===== src/rtl/bird_pkg.sv =====
// Shared definitions for the bird CPU: opcode values, FSM state encoding,
// ALU operation codes and unary sub-operation codes.
package bird_pkg;

    // Instruction opcodes (instruction word bits [15:12])
    localparam logic [3:0] OP_LDI  = 4'h1;
    localparam logic [3:0] OP_LD   = 4'h2;
    localparam logic [3:0] OP_ST   = 4'h3;
    localparam logic [3:0] OP_JZ   = 4'h4;
    localparam logic [3:0] OP_JMP  = 4'h5;
    localparam logic [3:0] OP_ALU  = 4'h7;
    localparam logic [3:0] OP_PUSH = 4'h8;
    localparam logic [3:0] OP_POP  = 4'h9;
    localparam logic [3:0] OP_CALL = 4'hA;
    localparam logic [3:0] OP_RET  = 4'hB;

    typedef enum logic [3:0] {
        ST_FETCH = 4'd0,
        ST_LDI   = 4'd1,
        ST_LD    = 4'd2,
        ST_ST    = 4'd3,
        ST_JMP   = 4'd4,
        ST_ALU   = 4'd5,
        ST_PUSH  = 4'd6,
        ST_POP1  = 4'd7,
        ST_POP2  = 4'd8,
        ST_CALL  = 4'd9,
        ST_RET1  = 4'd10,
        ST_RET2  = 4'd11
    } state_t;

    // ALU operation (ir[11:9])
    localparam logic [2:0] ALU_ADD   = 3'd0;
    localparam logic [2:0] ALU_SUB   = 3'd1;
    localparam logic [2:0] ALU_AND   = 3'd2;
    localparam logic [2:0] ALU_OR    = 3'd3;
    localparam logic [2:0] ALU_XOR   = 3'd4;
    localparam logic [2:0] ALU_UNARY = 3'd7;

    // Unary sub-operation on B (ir[8:6], shares the A register field)
    localparam logic [2:0] UN_NOT  = 3'd0;
    localparam logic [2:0] UN_PASS = 3'd1;
    localparam logic [2:0] UN_INC  = 3'd2;
    localparam logic [2:0] UN_DEC  = 3'd3;

endpackage


===== src/rtl/bird_alu.sv =====
// Combinational ALU of the bird CPU.
//   op     in   3   operation code
//   sub    in   3   unary sub-operation (used only when op = ALU_UNARY)
//   a, b   in   DW  operands
//   result out  DW  result, modulo 2^DW
//   zero   out  1   result == 0
module bird_alu
    import bird_pkg::*;
#(
    parameter int unsigned DW = 16
) (
    input  logic [2:0]    op,
    input  logic [2:0]    sub,
    input  logic [DW-1:0] a,
    input  logic [DW-1:0] b,
    output logic [DW-1:0] result,
    output logic          zero
);
    localparam logic [DW-1:0] ONE = {{(DW-1){1'b0}}, 1'b1};

    always_comb begin
        result = '0;
        case (op)
            ALU_ADD: result = a + b;
            ALU_SUB: result = a - b;
            ALU_AND: result = a & b;
            ALU_OR:  result = a | b;
            ALU_XOR: result = a ^ b;
            ALU_UNARY: begin
                case (sub)
                    UN_NOT:  result = ~b;
                    UN_PASS: result = b;
                    UN_INC:  result = b + ONE;
                    UN_DEC:  result = b - ONE;
                    default: result = '0;
                endcase
            end
            default: result = '0;
        endcase
    end

    assign zero = (result == '0);

endmodule


===== src/rtl/bird_cpu_param.sv =====
// bird_cpu_param: multicycle 16-bit-instruction CPU, 8 registers (R7 = SP),
// one memory access per state, every state waits for mem_ready.
//   clk        in   1   rising-edge clock
//   rst_n      in   1   asynchronous active-low reset
//   data_in    in   DW  memory read data
//   mem_ready  in   1   current access completes this cycle
//   address    out  AW  memory address
//   data_out   out  DW  memory write data
//   memwt      out  1   1 = write access
//   state_dbg  out  4   FSM state
//   zero_flag  out  1   ALU zero flag
//
// state   | meaning
// FETCH   | read instruction at pc, decode, pc+1 (JZ not taken: pc+2)
// LDI     | read immediate at pc into R[D], pc+1
// LD      | read mem[R[B]] into R[D]
// ST      | write R[A] to mem[R[B]]
// JMP     | read offset at pc, pc = pc + offset
// ALU     | dummy read at pc, R[D] = ALU result, update zero_flag
// PUSH    | write R[A] to mem[SP], SP-1
// POP1    | dummy read at pc, SP+1
// POP2    | read mem[SP] into R[D]
// CALL    | write return address to mem[SP], SP-1, then JMP
// RET1    | dummy read at pc, SP+1
// RET2    | read mem[SP] into pc
module bird_cpu_param
    import bird_pkg::*;
#(
    parameter int unsigned   DW       = 16,
    parameter int unsigned   AW       = 16,
    parameter logic [AW-1:0] RESET_PC = '0,
    parameter logic [DW-1:0] SP_INIT  = 'hFFFF
) (
    input  logic          clk,
    input  logic          rst_n,
    input  logic [DW-1:0] data_in,
    input  logic          mem_ready,
    output logic [AW-1:0] address,
    output logic [DW-1:0] data_out,
    output logic          memwt,
    output logic [3:0]    state_dbg,
    output logic          zero_flag
);
    localparam logic [AW-1:0] PC_ONE = {{(AW-1){1'b0}}, 1'b1};
    localparam logic [DW-1:0] D_ONE  = {{(DW-1){1'b0}}, 1'b1};

    state_t        state, state_nxt;
    logic [AW-1:0] pc;
    logic [AW-1:0] pc_inc;
    logic [11:0]   ir;
    logic [DW-1:0] regs [8];
    logic [2:0]    fld_a, fld_b, fld_d;
    logic [3:0]    opcode_in;
    logic [DW-1:0] sp, reg_a, reg_b;
    logic [DW-1:0] alu_result;
    logic          alu_zero;
    logic [DW-1:0] ret_addr;

    assign fld_a     = ir[8:6];
    assign fld_b     = ir[5:3];
    assign fld_d     = ir[2:0];
    assign opcode_in = data_in[15:12];
    assign sp        = regs[7];
    assign reg_a     = regs[fld_a];
    assign reg_b     = regs[fld_b];
    assign pc_inc    = pc + PC_ONE;
    // In CALL, pc points at the offset word; return lands just past it.
    assign ret_addr  = DW'(pc_inc);
    assign state_dbg = state;

    bird_alu #(.DW(DW)) u_alu (
        .op     (ir[11:9]),
        .sub    (fld_a),
        .a      (reg_a),
        .b      (reg_b),
        .result (alu_result),
        .zero   (alu_zero)
    );

    always_ff @(posedge clk or negedge rst_n) begin
        if (!rst_n) begin
            state     <= ST_FETCH;
            pc        <= RESET_PC;
            ir        <= '0;
            zero_flag <= 1'b0;
            for (int i = 0; i < 7; i++) begin
                regs[i] <= '0;
            end
            regs[7] <= SP_INIT;
        end else if (mem_ready) begin
            state <= state_nxt;
            case (state)
                ST_FETCH: begin
                    ir <= data_in[11:0];
                    // Not-taken JZ steps over its offset word as well.
                    if (opcode_in == OP_JZ && !zero_flag) begin
                        pc <= pc_inc + PC_ONE;
                    end else begin
                        pc <= pc_inc;
                    end
                end
                ST_LDI: begin
                    regs[fld_d] <= data_in;
                    pc          <= pc_inc;
                end
                ST_LD, ST_POP2: regs[fld_d] <= data_in;
                ST_JMP:  pc <= pc + data_in[AW-1:0];
                ST_ALU: begin
                    regs[fld_d] <= alu_result;
                    zero_flag   <= alu_zero;
                end
                ST_PUSH, ST_CALL: regs[7] <= sp - D_ONE;
                ST_POP1, ST_RET1: regs[7] <= sp + D_ONE;
                ST_RET2: pc <= data_in[AW-1:0];
                default: ;
            endcase
        end
    end

    always_comb begin
        state_nxt = ST_FETCH;
        address   = pc;
        memwt     = 1'b0;
        data_out  = reg_a;
        case (state)
            ST_FETCH: begin
                case (opcode_in)
                    OP_LDI:  state_nxt = ST_LDI;
                    OP_LD:   state_nxt = ST_LD;
                    OP_ST:   state_nxt = ST_ST;
                    OP_JZ:   state_nxt = zero_flag ? ST_JMP : ST_FETCH;
                    OP_JMP:  state_nxt = ST_JMP;
                    OP_ALU:  state_nxt = ST_ALU;
                    OP_PUSH: state_nxt = ST_PUSH;
                    OP_POP:  state_nxt = ST_POP1;
                    OP_CALL: state_nxt = ST_CALL;
                    OP_RET:  state_nxt = ST_RET1;
                    default: state_nxt = ST_FETCH;
                endcase
            end
            ST_LD: address = reg_b[AW-1:0];
            ST_ST: begin
                address = reg_b[AW-1:0];
                memwt   = 1'b1;
            end
            ST_PUSH: begin
                address = sp[AW-1:0];
                memwt   = 1'b1;
            end
            ST_POP1: state_nxt = ST_POP2;
            ST_POP2: address = sp[AW-1:0];
            ST_CALL: begin
                address   = sp[AW-1:0];
                memwt     = 1'b1;
                data_out  = ret_addr;
                state_nxt = ST_JMP;
            end
            ST_RET1: state_nxt = ST_RET2;
            ST_RET2: address = sp[AW-1:0];
            default: ;
        endcase
    end

endmodule


===== config.mk =====
export PLATFORM = sky130hd
export DESIGN_NAME = bird_cpu_param
export DESIGN_NICKNAME = d
export VERILOG_FILES = /design/src/rtl/bird_pkg.sv /design/src/rtl/bird_alu.sv /design/src/rtl/bird_cpu_param.sv
export SDC_FILE = /design/constraint.sdc
export NUM_CORES = 1
export LEC_CHECK = 0
export CORE_ASPECT_RATIO = 0.75
export CORE_MARGIN = 1.5
export CORE_UTILIZATION = 45
export CTS_BUF_LIST = sky130_fd_sc_hd__clkbuf_16
export CTS_CLUSTER_SIZE = 25
export DETAILED_ROUTE_END_ITERATION = 10
export PLACE_DENSITY = 0.75
export REMOVE_ABC_BUFFERS = 1
export SLEW_MARGIN = 20
export SYNTH_ARGS = -nofsm -noshare
export SYNTH_HDL_FRONTEND = slang
export SYNTH_HIERARCHICAL = 1
export SYNTH_SLANG_ARGS = --single-unit

===== constraint.sdc =====
create_clock -name clk -period 4.8 [get_ports clk]
set_input_delay 1.2 -clock clk [delete_from_list [all_inputs] [get_ports clk]]
set_output_delay 1.2 -clock clk [all_outputs]
set_load 0.05 [all_outputs]

==> results.cfg <==
[timing]
max_freq_mhz = 204
rsz0062_at_grt = true
finalCriticalPeriod_ns = 4.90
setup_slack_ns = -0.103
finalSetupViolations = 1
period_share_pct = 102
maxSlewHeadroom_pct = 18.5
final-hold-violation-count = 0
holdWs_ns = 0.503
finClkSkew_ns = 0.0115
worst_pin_slew_ns = 1.22
finalMaxSlewViolations = 0

[global_route]
grt_overflow_total = 0
grt_start_max_net_pins = 75
grt_pass1_wl_um = 78600
grt_pass1_vias = 13300
grt_usage_pct = 31.4
antenna_found_initial = 2

[synthesis]
yosys.area.top_type = dfrtp_1
synth-async-reset-ratio_pct = 100
ys_seq_elements = 161
ys_top_cells_by_area = dfrtp_1 (25%), mux4_2 (10%), ha_1 (7.3%), o21ai_0 (5.3%), nand2_1 (5.0%)
ys_warn_count = 6
ys_types = 98
post_synth.cell_area_avg_um2 = 8.72
synth_top_area_share_pct = 25.3
ys.flop_type = dfrtp_1
yosysMostFrequentCell = nand2_1
syn_inst = 1646
syn_area_um2 = 14400
synth_common_cells = nand2_1 (190), o21ai_0 (151), nor2_1 (146), dfrtp_1 (145), a21oi_1 (119)
synth-seq-area-share_pct = 28.2
synth_edf_count = 0

[die]
start_util_pct = 45.8
core_um2 = 31300
ioPinCount = 57
num_rows = 56
die-height_um = 158
die-area_um2 = 33000
die_w_um = 209

[drt]
via_count = 14200
drc = 0
viasPerCell = 6.49
drtAntennaViolNets = 0
drtPass1Iterations = 6
totalWireLength_um = 51300
drt_iter0_markers = 1898
wl_per_cell_um = 23.5

[placement]
io_buffers = 56
dp_slack_ns = -0.358
hpwl_um = 38800
gp_congestion = 1.03

[layout]
drive_above_1_share_pct = 22.2
multi_input_area_um2 = 9830
antenna_cells = 0
area_growth_pct = 18.4
seq_area_um2 = 4060
fill_cells = 2843
nNetsFinal = 1872

[clocking]
clk_pin_slew_ns = 0.07
ctsHoldBuffers = 0
clock_latency_ns = 0.46
numCtsBuffers = 17
cts_tree = yes
cts.htree.levels = 4
clock_sinks = 161
cts_max_path_buffers = 2
cts_root_buf = clkbuf_16

[worst_setup_path]
critPathArrivalTime_ns = 5.30
endpoint_kind = register
crit_chain = buf_6 -> mux4_2 -> mux2_4 -> inv_1 -> ha_2 -> nor2b_2 -> buf_4 -> a41oi_1 -> xnor2_1 -> ha_1 -> buf_4 -> buf_4 -> o21a_1 -> o211ai_1 -> o21ba_4 -> o21bai_1 -> a21oi_1 -> or3_4 -> or4_4 -> nor4_4 -> mux2_4
rrSetupSlack_ns = -0.10
cpMaxStageDelayCell = or4_4
crit_path_max_incr_delay_ns = 0.56
start_kind = register
path_max_fanout = 3
worst_path_most_repeated_cell = buf_4
worstPathRequired_ns = 5.19
worstSetupPathType = register to register

[run_status]
violations = setup timing
status = finished, violations left

[min_path]
min_path_type = register to register

[run]
maxCapViolations = 0
## stage by stage
stage	cells	instance area (um2)	TNS, ns	util (%)
after detailed placement	2140	16100	-5.66	51.4
after global placement	2140	16100	-2.58	51.4
final	2185	17000	-0.103	54.2
after floorplan	1532	13900	-29.10	-
after global routing	2185	17000	-1.06	54.2
after CTS	2174	16700	-0.0655	53.3
## routing by layer
metal | global-route usage [%] | wire, um | vias to the layer above
met5 | 0 | 14 | -
met4 | 8.97 | 1260 | 2
met3 | 7.26 | 6050 | 96
met2 | 45.9 | 21700 | 855
met1 | 46.1 | 22300 | 6915
li1 | - | - | 6321
## cells in the final DEF, fill, tap and decap left out, types with 13 or more instances in the layout
cell,netlist,final
nor4_1,16,15
nand3b_1,13,13
clkbuf_16,0,17
a21o_1,14,14
nor2b_1,14,13
nor2_1,146,142
mux2i_1,27,23
xor2_1,21,21
ha_1,84,82
mux2_2,46,42
clkdlybuf4s50_1,0,40
nand2_1,190,190
a31oi_1,14,13
a22oi_1,18,18
dfstp_2,16,16
nor3_1,31,30
a21oi_1,119,118
buf_4,2,164
xnor2_1,61,61
mux4_2,64,64
dfrtp_1,145,142
o21ai_0,151,145
nand3_1,26,25
inv_1,63,62
a211oi_1,25,23
## path summary, 6_finish.rpt
check | startpoint | endpoint | cells after the start
worst max-delay path | ir[3] | zero_flag | 21
worst min-delay path | regs[63] | regs[63] | 2
worst max register to register | ir[3] | zero_flag | 21
worst min register to register | regs[63] | regs[63] | 2
max in group asynchronous | rst_n | sp[11] | 2
min in group asynchronous | rst_n | state_dbg[0] | 1
## sequential cells by signal, indices dropped and copies added (netlist names)
register / cells
ir: 12
pc: 16
regs: 112
sp: 16
state_dbg: 4
zero_flag: 1
## cell families (layout without fill, tap and decap cells)
| group | after synthesis | in the layout | share of synthesized area, % |
|---|---|---|---|
| and+or+nand+nor | 524 | 524 | 17.5 |
| AOI/OAI and AO/OA | 476 | 476 | 21.0 |
| buffers and inverters | 178 | 311 | 4.94 |
| DFF | 161 | 161 | 28.2 |
| muxes | 137 | 137 | 15.5 |
| adders and majority gates | 87 | 87 | 7.74 |
| xor gates and xnor gates | 83 | 83 | 5.12 |
## layout make-up
cell class	instances	area share, %
timing repair buffer	215	10.5
inverter	64	1.41
sequential	161	23.9
clock inverter	15	0.862
clock buffer	17	2.50
multi-input combinational	1307	57.9
tap	406	2.99
## worst max-delay path, delay by kind of cell, from the launching register on
family / cells / cell delay, ns
XOR/XNOR: 1 / 0.16
buffers and inverters: 5 / 0.65
flip-flops: 1 / 0.39
AND/OR/NAND/NOR: 4 / 1.21
multiplexers: 3 / 0.96
AO/OA/AOI/OAI: 6 / 0.90
adder cells (fa/ha/maj): 2 / 0.53
## repair_timing
action                     in CTS  in global routing
pin swaps                       0                 23
resized for setup               9                 48
setup endpoints to repair      37                 44
buffers inserted                2                 11
Power is left out: the tool's default activity adds up to more than one toggle a clock period on the data nets, which glitch-free logic cannot reach.
